$ cat config.mk
export PLATFORM = sky130hd
export DESIGN_NAME = interval_timer
export DESIGN_NICKNAME = d
export VERILOG_FILES = /design/src/rtl/freq_checker_interval_timer.sv
export SDC_FILE = /design/constraint.sdc
export NUM_CORES = 1
export LEC_CHECK = 0
export CAP_MARGIN = 10
export CORE_AREA = 2 2 39 41
export DETAILED_ROUTE_END_ITERATION = 16
export DIE_AREA = 0 0 41 43
export DONT_BUFFER_PORTS = 1
export MAX_ROUTING_LAYER = met4
export SYNTH_ARGS = -nofsm -noshare
export SYNTH_HDL_FRONTEND = slang
export SYNTH_SLANG_ARGS = --single-unit
$ cat constraint.sdc
create_clock -name i_clk -period 1.3 [get_ports i_clk]
set_input_delay 0.13 -clock i_clk [delete_from_list [all_inputs] [get_ports i_clk]]
set_output_delay 0.13 -clock i_clk [all_outputs]
set_load 0.01 [all_outputs]
$ cat src/rtl/freq_checker_interval_timer.sv
// Free-running interval tick: one-cycle pulse every PERIOD cycles, the first
// one PERIOD cycles after reset is released.
module interval_timer #(
  parameter int unsigned PERIOD = 10
) (
  input  logic i_clk,
  input  logic i_rst,
  output logic o_tick
);

  localparam int unsigned CNT_W = (PERIOD > 1) ? $clog2(PERIOD) : 1;

  logic [CNT_W-1:0] r_count;
  logic             w_tick;

  assign w_tick = (r_count == CNT_W'(PERIOD - 1));
  assign o_tick = w_tick;

  always_ff @(posedge i_clk) begin
    if (i_rst) begin
      r_count <= '0;
    end else if (w_tick) begin
      r_count <= '0;
    end else begin
      r_count <= r_count + 1'b1;
    end
  end

endmodule

==> results by group, run 1 <==
STA
  • Crit path time final: 1.21 ns
  • PnR worst setup slack: 0.0867 ns
  • Pins Over Slew Limit: 0
  • Worst-margin pin slew: 0.216 ns
  • Final setup vio count: 0
  • RSZ-0062 raised after global routing: no
  • Fmax: 824 MHz
  • Post-route clock period utilization: 93.3%
  • Setup TNS: 0 ns
  • Slew headroom: 85.6%
  • Clock skew: 0.00183 ns
  • Hold Vio Cnt, Final: 0

Yosys
  • Synth cell types: 13
  • #FFs+latches synth: 4
  • Yosys warning count: 0
  • Cells after synthesis: 20
  • Net Count, Synth: 24
  • Sequential fraction of the synthesis area: 43.5%
  • Syn avg cell area: 9.20 um2
  • Cell Area, Synth: 184 um2

Floorplanning
  • FP Rows: 14
  • Die H: 43 um
  • Total I/O pin count: 3
  • Core area: 1380 um2
  • Die ar.: 1760 um2
  • Initial Util: 13.3%
  • Die Span X: 41 um

GRT
  • Grt total ovfl: 0
  • Largest net degree at the start of global routing: 8
  • Antenna violations before repair: 0
  • First-pass GRT wire length: 503 um
  • Total global routing track utilization: 5.75%
  • Number of global-route vias before repair: 128

Layout
  • Final layout net count: 30
  • Fill cell count: 159
  • Top reg by flops: r_count
  • Reg area: 80.1 um2
  • Multi-input gate area: 100 um2
  • Ant diodes: 0
  • Max reg flops: 4
  • Top flop regs: r_count (4)
  • Layout cell share with drive strength beyond 1: 12.5%
  • Layout area overhead: 28.6%

Pwr
  • Max VDD drop: 0.000527 V
  • Pleak: 0.0000881 uW
  • Pwr Density: 1320 nW/um2

Setup path
  • Crit-path cells: ha_1 -> nand2_1 -> nor2_1
  • CP endpoint kind: primary output
  • Crit path max-delay cell type: dfxtp_1
  • Worst Path Buf+Inv: 0
  • Worst EP arrival: 1.08 ns
  • CP peak stage delay: 0.39 ns
  • Kind of cell adding the most delay to the critical path: flip-flops
  • Startpoint Class: register
  • Crit-path max FO: 5
  • CP Data Required Time: 1.17 ns
  • Crit path kind: register to primary output

Placement
  • Post-place setup slack: 0.118 ns
  • Hpwl dp: 229 um
  • Input/output buffers: 0
  • GPL Wtd Cong: 0.545

CTS
  • CTS resizes: 0
  • Root Driver: clkbuf_4
  • CTS Sinks: 4
  • CTS max path bufs: 2
  • Clock Latency Late Sink: 0.23 ns
  • TritonCTS clock tree: built
  • Post-CTS setup buffer count: 0
  • Clock slew at reported path FFs: 0.03 ns
  • H-tree Lvls: 1
  • CTS buffer count: 3
  • CTS Hold Buffers Added: 1

Route
  • Wire per inst: 8.38 um
  • Via count: 150
  • DR iter-0 viols: 5
  • DRC violations left: 0
  • Detail Route Antenna Nets: 0
  • Drt first pass iters: 2
  • DRT Wirelength: 335 um
  • Vias per inst: 3.75

Hold path
  • Worst hold path class: input pin to register

Run status
  • Status: completed

Run
  • Maxcap violations: 0
[per-stage QoR]
stage          instances  hold slack (ns)  cell area, um2  power [uW]  utilization [%]
3_5_place_dp          36            0.202             204         160             14.7
6_report              40            0.102             236         312             17.1
3_3_place_gp          36            0.203             204         159             14.7
4_1_cts               40           0.0964             236         322             17.1
5_1_grt               40            0.113             236         337             17.1
2_1_floorplan         20            0.199             184         155                -
[synth_stat cells]
| library cell | instances | area [um2] |
|---|---|---|
| nand3b_1 | 1 | 7.51 |
| a31oi_1 | 1 | 6.26 |
| o21bai_1 | 1 | 7.51 |
| nand2_1 | 2 | 7.51 |
| ha_1 | 2 | 25.0 |
| nand4b_1 | 1 | 8.76 |
| nor2_1 | 3 | 11.3 |
| or2b_1 | 1 | 7.51 |
| nand3_1 | 1 | 5.00 |
| inv_1 | 1 | 3.75 |
| dfxtp_1 | 4 | 80.1 |
| or3b_1 | 1 | 8.76 |
| a21oi_1 | 1 | 5.00 |
[cells by family (layout without fill, tap and decap cells)]
| family | after synthesis | count (layout) | synth area share (%) |
|---|---|---|---|
| adders and majority gates | 2 | 2 | 13.6 |
| and+or+nand+nor | 10 | 10 | 30.6 |
| DFF | 4 | 4 | 43.5 |
| buffers and inverters | 1 | 5 | 2.04 |
| AOI/OAI and AO/OA | 3 | 3 | 10.2 |
[worst reg2reg max path: cells and delay by family, from the launching register on]
kind / cells / cell delay, ns
AO/OA/AOI/OAI: 1 / 0.16
adder cells (fa/ha/maj): 1 / 0.18
buffers and inverters: 1 / 0.06
flip-flops: 1 / 0.36
AND/OR/NAND/NOR: 1 / 0.35
[cell usage in the layout (no fill, tap or decap)]
cell type / count
ha_1: 2
a21oi_1: 1
nand3b_1: 1
clkbuf_4: 3
dfxtp_1: 4
nor2_1: 3
o21bai_1: 1
inv_1: 1
nand4b_1: 1
nand3_1: 1
nand2_1: 2
dlygate4sd3_1: 1
or2b_1: 1
or3b_1: 1
a31oi_1: 1
[final cells by class]
| class | instances | share of cell area (%) |
|---|---|---|
| Multi-Input combinational cell | 15 | 42.3 |
| Clock buffer | 3 | 9.52 |
| Tap cell | 16 | 8.47 |
| Inverter | 1 | 1.59 |
| Timing Repair Buffer | 1 | 4.23 |
| Sequential cell | 4 | 33.9 |
[where the power goes]
part,internal [uW],switching [uW],leakage (uW)
Combinational,11.2,8.97,0.0000414
Sequential,132,9.01,0.0000329
Clock,103,47.8,0.0000138
[worst paths after layout]
check / from / to / slack, ns / cells after the start
min reg2reg: r_count[0] / r_count[0] / 0.48 / 1
min: i_rst / r_count[1] / 0.10 / 2
max reg2reg: r_count[1] / r_count[3] / 0.13 / 4
max: r_count[0] / o_tick / 0.09 / 3
[routing by layer]
metal / global-route usage (%) / wire length (um)
met5: - / 0
met4: 4.00 / 0
met3: 9.42 / 48
met2: 5.63 / 116
met1: 4.47 / 169
Note: power is estimated with default switching activity, not from simulation.
==> run 2, diff against run 1 <==
CORE_AREA = 3 3 40 42   (was 2 2 39 41)
DIE_AREA = 0 0 43 45   (was 0 0 41 43)
clock period = 0.95 ns   (was 1.3 ns; I/O delays follow)
==> results by group, run 2 (synthesis gave the netlist of run 1 again) <==
Run status
  • Status: finished, violations left
  • Failing checks: setup timing

Route
  • DR iter-0 viols: 2
  • DRC violations left: 0
  • DRT Wirelength: 439 um
  • Via count: 174
  • Wire per inst: 10.2 um
  • Vias per inst: 4.05
  • Detail Route Antenna Nets: 0
  • Drt first pass iters: 2

GRT
  • First-pass GRT wire length: 752 um
  • Number of global-route vias before repair: 192
  • Total global routing track utilization: 6.18%
  • Largest net degree at the start of global routing: 5
  • Antenna violations before repair: 0
  • Grt total ovfl: 0

Floorplanning
  • FP Rows: 13
  • Die Span X: 43 um
  • Die H: 45 um
  • Initial Util: 14.3%
  • Die ar.: 1940 um2
  • Total I/O pin count: 3
  • Core area: 1280 um2

Setup path
  • Crit-path max FO: 2
  • Kind of cell adding the most delay to the critical path: simple AND/OR/NAND/NOR gates
  • CP endpoint kind: register
  • Worst Path Buf+Inv: 1
  • CP peak stage delay: 0.34 ns
  • CP Data Required Time: 1.11 ns
  • Crit path max-delay cell type: or3b_1
  • Crit-path cells: inv_2 -> ha_4 -> or3b_1 -> a31oi_1
  • Worst EP arrival: 1.22 ns
  • Startpoint Class: register
  • Crit path kind: register to register

STA
  • Slew headroom: 90.8%
  • PnR worst setup slack: -0.107 ns
  • Fmax: 946 MHz
  • Crit path time final: 1.06 ns
  • Post-route clock period utilization: 111%
  • Hold Vio Cnt, Final: 0
  • RSZ-0062 raised after global routing: yes
  • Clock skew: 0.000600 ns
  • Setup TNS: -0.259 ns
  • Worst-margin pin slew: 0.138 ns
  • Pins Over Slew Limit: 0
  • Final setup vio count: 3

Layout
  • Most frequent cells in the layout: buf_4 (4), clkbuf_4 (3), nor2_1 (2), dfxtp_2 (2), dfxtp_1 (2)
  • Max reg flops: 4
  • Layout cell share with drive strength beyond 1: 57.1%
  • Final layout net count: 34
  • Layout area overhead: 67.3%
  • Multi-input gate area: 140 um2
  • Reg area: 82.6 um2
  • Final core utilization: 24.0%
  • Top flop regs: r_count (4)
  • Commonest non-fill, non-tap cell in the layout: buf_4
  • Top reg by flops: r_count
  • Ant diodes: 0
  • Fill cell count: 143

CTS
  • H-tree Lvls: 1
  • CTS max path bufs: 2
  • Post-CTS setup buffer count: 0
  • CTS buffer count: 3
  • Clock slew at reported path FFs: 0.04 ns
  • Clock Latency Late Sink: 0.23 ns
  • TritonCTS clock tree: built
  • Root Driver: clkbuf_4
  • CTS Sinks: 4

Pwr
  • Pwr Density: 1560 nW/um2
  • Pleak: 0.000113 uW
  • Design Power: 480 uW
  • Max VDD drop: 0.000720 V

Placement
  • Input/output buffers: 0
  • GPL Wtd Cong: 0.664
  • Hpwl dp: 272 um

Hold path
  • Worst hold path class: input pin to register

Run
  • Maxcap violations: 0
==> run 2: cell count changes in the layout (fill, tap and decap cells not counted), moves of 2 or more <==
cell     before  now
dfxtp_1       4    2
ha_1          2    0
buf_4         0    4
dfxtp_2       0    2
==> run 2: what timing repair did <==
action / CTS / global route
pin swaps: 3 / 1
endpoints found under the hold margin: 2 / 0
setup endpoints to repair: 5 / 5
gates resized for setup: 7 / 2
hold buffers: 1 / 0
==> run 2: cell type report <==
| cell class | instances | share of cell area (%) |
|---|---|---|
| Tap cell | 15 | 6.10 |
| Multi-Input combinational cell | 15 | 45.5 |
| Timing Repair Buffer | 5 | 13.0 |
| Inverter | 1 | 1.22 |
| Clock buffer | 3 | 7.32 |
| Sequential cell | 4 | 26.8 |
==> run 2: power breakdown <==
part	leakage [uW]	total (uW)	internal (uW)	switching (uW)
Clock	0.0000138	214	142	72.3
Sequential	0.0000334	191	182	9.49
Combinational	0.0000656	75.3	43.7	31.6
Total	0.000113	480	367	113
==> run 2: per-layer routing <==
| metal | routed length, um | up-vias | GRT usage (%) |
|---|---|---|---|
| met4 | 0 | 0 | 1.81 |
| met3 | 31 | 0 | 7.17 |
| met5 | 0 | - | - |
| met1 | 181 | 83 | 5.07 |
| met2 | 226 | 5 | 8.98 |
| li1 | - | 86 | - |
==> run 2: path summary, 6_finish.rpt <==
kind / start / endpoint / slack (ns) / depth (start not counted)
max: r_count[1] / r_count[3] / -0.11 / 4
min: i_rst / r_count[0] / 0.03 / 2
max reg2reg: r_count[1] / r_count[3] / -0.11 / 4
min reg2reg: r_count[3] / r_count[3] / 0.54 / 2
==> run 2: through the flow <==
step                      instance area [um2]  worst slack [ns]  hold slack [ns]  std cells
after detailed placement                  236            -0.107            0.172         39
final                                     308            -0.107           0.0317         43
after global placement                    236           -0.0707            0.166         39
after CTS                                 293            -0.112           0.0518         43
after floorplan                           188           -0.0850            0.164         20
after global routing                      308            -0.192           0.0180         43
